## config.mk

```make
export PLATFORM = sky130hd
export DESIGN_NAME = diff_decode_rx
export DESIGN_NICKNAME = d
export VERILOG_FILES = /design/src/rtl/diff_decode_rx.sv
export SDC_FILE = /design/constraint.sdc
export NUM_CORES = 1
export LEC_CHECK = 0
export ABC_AREA = 0
export BUFFER_PORTS_ARGS = -buffer_cell sky130_fd_sc_hd__buf_4
export CAP_MARGIN = 30
export CORE_MARGIN = 2
export CORE_UTILIZATION = 30
export CTS_CLUSTER_DIAMETER = 40
export CTS_CLUSTER_SIZE = 20
export DETAILED_ROUTE_END_ITERATION = 8
export SYNTH_ARGS = -nofsm -noshare
export SYNTH_HDL_FRONTEND = slang
export SYNTH_SLANG_ARGS = --single-unit
```

## constraint.sdc

```tcl
create_clock -name clk -period 2.2 [get_ports clk]
set_input_delay 0.44 -clock clk [delete_from_list [all_inputs] [get_ports clk]]
set_output_delay 0.44 -clock clk [all_outputs]
set_load 0.02 [all_outputs]
```

## src/rtl/diff_decode_rx.sv

```systemverilog
// Framed serial receiver: optional NRZI-style differential decode, sync hunt with
// flywheel lock, and a one-entry output stage. Macro DIFF_DECODE_RX_NRZI_EN enables the decode.
module diff_decode_rx #(
  parameter logic [7:0]  SYNC_BYTE = 8'hA5,
  parameter int unsigned FRAME_LEN = 4,
  parameter int unsigned MISS_MAX  = 2
) (
  input  logic       clk,
  input  logic       resetb,
  input  logic       din,
  input  logic       din_valid,
  output logic [7:0] dout,
  output logic       dout_valid,
  input  logic       dout_ready,
  output logic       locked,
  output logic       overrun
);

  // Output handshake: a byte is transferred on any rising edge where
  // dout_valid=1 and dout_ready=1; dout/dout_valid hold until then.

  typedef enum logic [1:0] {
    HUNT  = 2'd0,
    DATA  = 2'd1,
    CHECK = 2'd2
  } state_t;

  localparam logic [7:0] FRAME_LAST = 8'(FRAME_LEN - 1);
  localparam logic [3:0] MISS_LAST  = 4'(MISS_MAX - 1);

  state_t     state_q, state_d;
  logic [2:0] bit_cnt_q, bit_cnt_d;
  logic [7:0] byte_cnt_q, byte_cnt_d;
  logic [3:0] miss_cnt_q, miss_cnt_d;
  // Seven bits of history suffice: the oldest bit of the 8-bit window is never read again.
  logic [6:0] shift_q, shift_d;
  logic [7:0] shift_nxt;
  logic [7:0] dout_q, dout_d;
  logic       dout_valid_q, dout_valid_d;
  logic       overrun_q, overrun_d;
  logic       bit_dec;
  logic       byte_done;

`ifdef DIFF_DECODE_RX_NRZI_EN
  logic prev_q;

  assign bit_dec = din ^ prev_q;

  always_ff @(posedge clk or negedge resetb) begin
    if (!resetb) begin
      prev_q <= 1'b0;
    end else if (din_valid) begin
      prev_q <= din;
    end
  end
`else
  assign bit_dec = din;
`endif

  assign shift_nxt = {shift_q, bit_dec};

  always_comb begin
    state_d    = state_q;
    bit_cnt_d  = bit_cnt_q;
    byte_cnt_d = byte_cnt_q;
    miss_cnt_d = miss_cnt_q;
    shift_d    = shift_q;
    byte_done  = 1'b0;
    if (din_valid) begin
      shift_d = shift_nxt[6:0];
      case (state_q)
        HUNT: begin
          if (shift_nxt == SYNC_BYTE) begin
            state_d    = DATA;
            bit_cnt_d  = 3'd0;
            byte_cnt_d = 8'd0;
          end
        end
        DATA: begin
          bit_cnt_d = bit_cnt_q + 3'd1;
          if (bit_cnt_q == 3'd7) begin
            byte_done = 1'b1;
            if (byte_cnt_q == FRAME_LAST) begin
              byte_cnt_d = 8'd0;
              state_d    = CHECK;
            end else begin
              byte_cnt_d = byte_cnt_q + 8'd1;
            end
          end
        end
        CHECK: begin
          bit_cnt_d = bit_cnt_q + 3'd1;
          if (bit_cnt_q == 3'd7) begin
            if (shift_nxt == SYNC_BYTE) begin
              miss_cnt_d = 4'd0;
              state_d    = DATA;
            end else if (miss_cnt_q == MISS_LAST) begin
              miss_cnt_d = 4'd0;
              state_d    = HUNT;
            end else begin
              miss_cnt_d = miss_cnt_q + 4'd1;
              state_d    = DATA;
            end
          end
        end
        default: state_d = HUNT;
      endcase
    end
  end

  // Output stage is deliberately decoupled from lock state.
  always_comb begin
    dout_d       = dout_q;
    dout_valid_d = dout_valid_q;
    overrun_d    = 1'b0;
    if (byte_done) begin
      if (!dout_valid_q || dout_ready) begin
        dout_d       = shift_nxt;
        dout_valid_d = 1'b1;
      end else begin
        overrun_d = 1'b1;
      end
    end else if (dout_ready) begin
      dout_valid_d = 1'b0;
    end
  end

  always_ff @(posedge clk or negedge resetb) begin
    if (!resetb) begin
      state_q      <= HUNT;
      bit_cnt_q    <= 3'd0;
      byte_cnt_q   <= 8'd0;
      miss_cnt_q   <= 4'd0;
      shift_q      <= 7'd0;
      dout_q       <= 8'h00;
      dout_valid_q <= 1'b0;
      overrun_q    <= 1'b0;
    end else begin
      state_q      <= state_d;
      bit_cnt_q    <= bit_cnt_d;
      byte_cnt_q   <= byte_cnt_d;
      miss_cnt_q   <= miss_cnt_d;
      shift_q      <= shift_d;
      dout_q       <= dout_d;
      dout_valid_q <= dout_valid_d;
      overrun_q    <= overrun_d;
    end
  end

  assign dout       = dout_q;
  assign dout_valid = dout_valid_q;
  assign overrun    = overrun_q;
  assign locked     = (state_q != HUNT);

endmodule

```

==> metrics.md <==
| Metric | Value |
|---|---|
| Post-cts sizing count | `0` |
| Clock Tree Buf Depth | `2` |
| Leak | `0.894 nW` |
| Worst Setup Start Kind | `register` |
| Global-route wire length before repair | `5.44 mm` |
| H-tree depth | `2` |
| DRT iter0 DRCs | `45` |
| Setup Crit Path Kind | `reg2reg` |
| Async SR Flop Fraction | `1.00` |
| DP Area | `1910 sq um` |
| Setup_tns | `0 ns` |
| Vias in the first global route | `1170` |
| Final ANT Viol Nets | `0` |
| CP max FO | `9` |
| #FFs+latches synth | `34` |
| I/O pin total | `16` |
| Top post-synthesis cells by count | `dfrtp_1, mux2_2, ha_1, inv_1, nand2_1` |
| Slew margin rel. | `0.611` |
| Via Count | `1183` |
| Yosys warnings | `0` |
| Top_reg_cell synth | `dfrtp_1` |
| Min-Delay Path Class | `in2async` |
| Row count | `27` |
| Area leader, netlist | `dfrtp_1` |
| Fmax achieved | `523 MHz` |
| Required time of the critical path | `2.40 ns` |
| Status | `complete, no violations` |
| CTS Root Cell | `clkbuf_8` |
| Sequential-to-total area share from yosys stat | `0.496` |
| Routability cong. | `0.821` |
| Worst Path Arrival | `2.12 ns` |
| Syn nets | `167` |
| Diodes inserted | `0` |
| Initial antenna violation count | `0` |
| DR WL/cell | `12.0 um` |
| Setup crit end kind | `register` |
| Slowest CP cell | `or4_1` |
| CTS tree | `yes` |
| Fillers | `535` |
| Final Skew | `0.00807 ns` |
| Final design area excluding fillers | `2010 sq um` |
| Clock Sinks | `34` |
| RSZ-0062 raised after global routing | `no` |
| CP Cell Sequence | `or4_1 > o31a_1 > nor3_1 > mux2i_1` |
| Number of nets in the layout | `187` |
| Die area | `6340 sq um` |
| Setup violations, final | `0` |
| PortBufs | `15` |
| Top-count cell post-synth | `dfrtp_1` |
| Power density over the cells | `990 nW/um^2` |
| Yosys top cell area share | `0.496` |
| Hold WS | `0.0956 ns` |
| Maximum vdd drop | `0.686 mV` |
| Layout area overhead | `16.9%` |
| Die Span Y | `79.6 um` |
| Ratio of cells with drive above 1 in the final layout | `0.259` |
| Final Cycle Share | `0.869` |
| Syn avg cell area | `11.2 sq um` |
| Post-DP HPWL | `2.17 mm` |
| Chip width | `79.6 um` |
| Routed Wire Length | `2.95 mm` |
| Syn Inst Count | `153` |
| Starting Density | `0.312` |
| Hold-fix buffers, CTS | `0` |
| Vias per inst | `4.81` |
| Largest net degree at the start of global routing | `35` |
| Syn Std Cell Area | `1720 sq um` |
| Remaining Overflow, GRT | `0` |
| Max-slew violation count | `0` |
| Clk Latency, worst-skew pair | `0.28 ns` |
| Reg clk slew, reported paths | `0.07 ns` |
| Core area | `5510 sq um` |
| EDFF count, synth | `0` |
| Post-CTS Setup Bufs | `0` |
| Crit path time final | `1.91 ns` |
| Worst-Margin Slew | `0.580 ns` |
| Post-route DRC | `0` |
| Top post-synthesis cells by area | `dfrtp_1, mux2_2, ha_1` |
| Max-cap violations | `0` |
| Final Hold Viols | `0` |
| GRT Overall Usage | `0.108` |
| DR pass1 iterations | `4` |
| Synth cell types | `39` |
| CP max stage delay | `0.53 ns` |
| Total CTS buffers | `5` |
[stage by stage]
step,total power [mW],cells,util,setup slack (ns)
final,1.98,246,0.364,0.288
after global routing,2.12,246,0.364,0.184
after CTS,2.02,246,0.364,0.292
after detailed placement,1.53,238,0.347,0.310
after global placement,1.52,238,0.347,0.313
after floorplan,1.30,153,-,0.351
[layout by cell type, fill, tap and decap left out, types with 3 or more instances in the layout]
cell	count
nand2b_1	4
o21ai_0	8
nor2_1	8
nand4_1	3
inv_1	9
o2bb2ai_1	4
mux2_2	15
nand2_1	9
clkbuf_8	6
buf_4	17
mux2i_1	3
nor3_1	3
ha_1	9
nor2b_1	3
nand3_1	8
a211oi_1	3
dfrtp_1	34
[routing by layer]
metal | global-route usage | vias to the layer above | part of all wire
met4 | 0.0310 | 0 | 0.0078
met1 | 0.147 | 561 | 0.50
met3 | 0.0283 | 4 | 0.035
met5 | 0 | - | 0
li1 | - | 600 | -
met2 | 0.171 | 18 | 0.46
[where the power goes]
group / total (mW) / switching (mW) / internal, mW
clock network: 0.475 / 0.223 / 0.251
logic: 0.592 / 0.290 / 0.302
registers: 0.918 / 0.122 / 0.796
total: 1.98 / 0.635 / 1.35
[critical path: cells and delay by family (launching register included)]
| kind | cells | cell delay [ns] |
|---|---|---|
| multiplexers | 1 | 0.23 |
| flip-flops | 1 | 0.42 |
| AO/OA/AOI/OAI | 1 | 0.35 |
| AND/OR/NAND/NOR | 2 | 0.85 |
[path summary, 6_finish.rpt]
check	from	to	slack, ns	cells after the start
max	byte_cnt_q[5]$_DFFE_PN0P_	state_q[0]$_DFFE_PN0P_	0.29	4
min	resetb	byte_cnt_q[0]$_DFFE_PN0P_	0.1	1
max reg2reg	byte_cnt_q[5]$_DFFE_PN0P_	state_q[0]$_DFFE_PN0P_	0.29	4
min reg2reg	dout[7]$_DFFE_PN0P_	dout[7]$_DFFE_PN0P_	0.51	1
max in group asynchronous	resetb	shift_q[2]$_DFFE_PN0P_	1.80	1
min in group clk	din	shift_q[0]$_DFFE_PN0P_	0.42	2
[registers in the layout, indices dropped and copies added, names as in the netlist]
signal,count
shift_q,7
miss_cnt_q,4
overrun,1
byte_cnt_q,8
state_q,2
bit_cnt_q,3
dout,8
dout_valid,1
[logic make-up after synthesis]
| kind of cell | Yosys count | share of synthesized area |
|---|---|---|
| muxes | 19 | 0.123 |
| buffers and inverters | 13 | 0.0328 |
| and+or+nand+nor | 49 | 0.159 |
| adders and majority gates | 9 | 0.0656 |
| DFF | 34 | 0.496 |
| AOI/OAI and AO/OA | 29 | 0.124 |
[area by class of cell]
cell class              count  area (sq um)  area share
flip-flops and latches     34           851       0.424
multi-input cells         106           808       0.403
repair buffers             17           128      0.0636
well taps                  72          90.1      0.0449
clock buffers               6          82.6      0.0412
inverters                   9          33.8      0.0168
clock inverters             2          12.5     0.00624
Power figures use the tool's default switching activity.
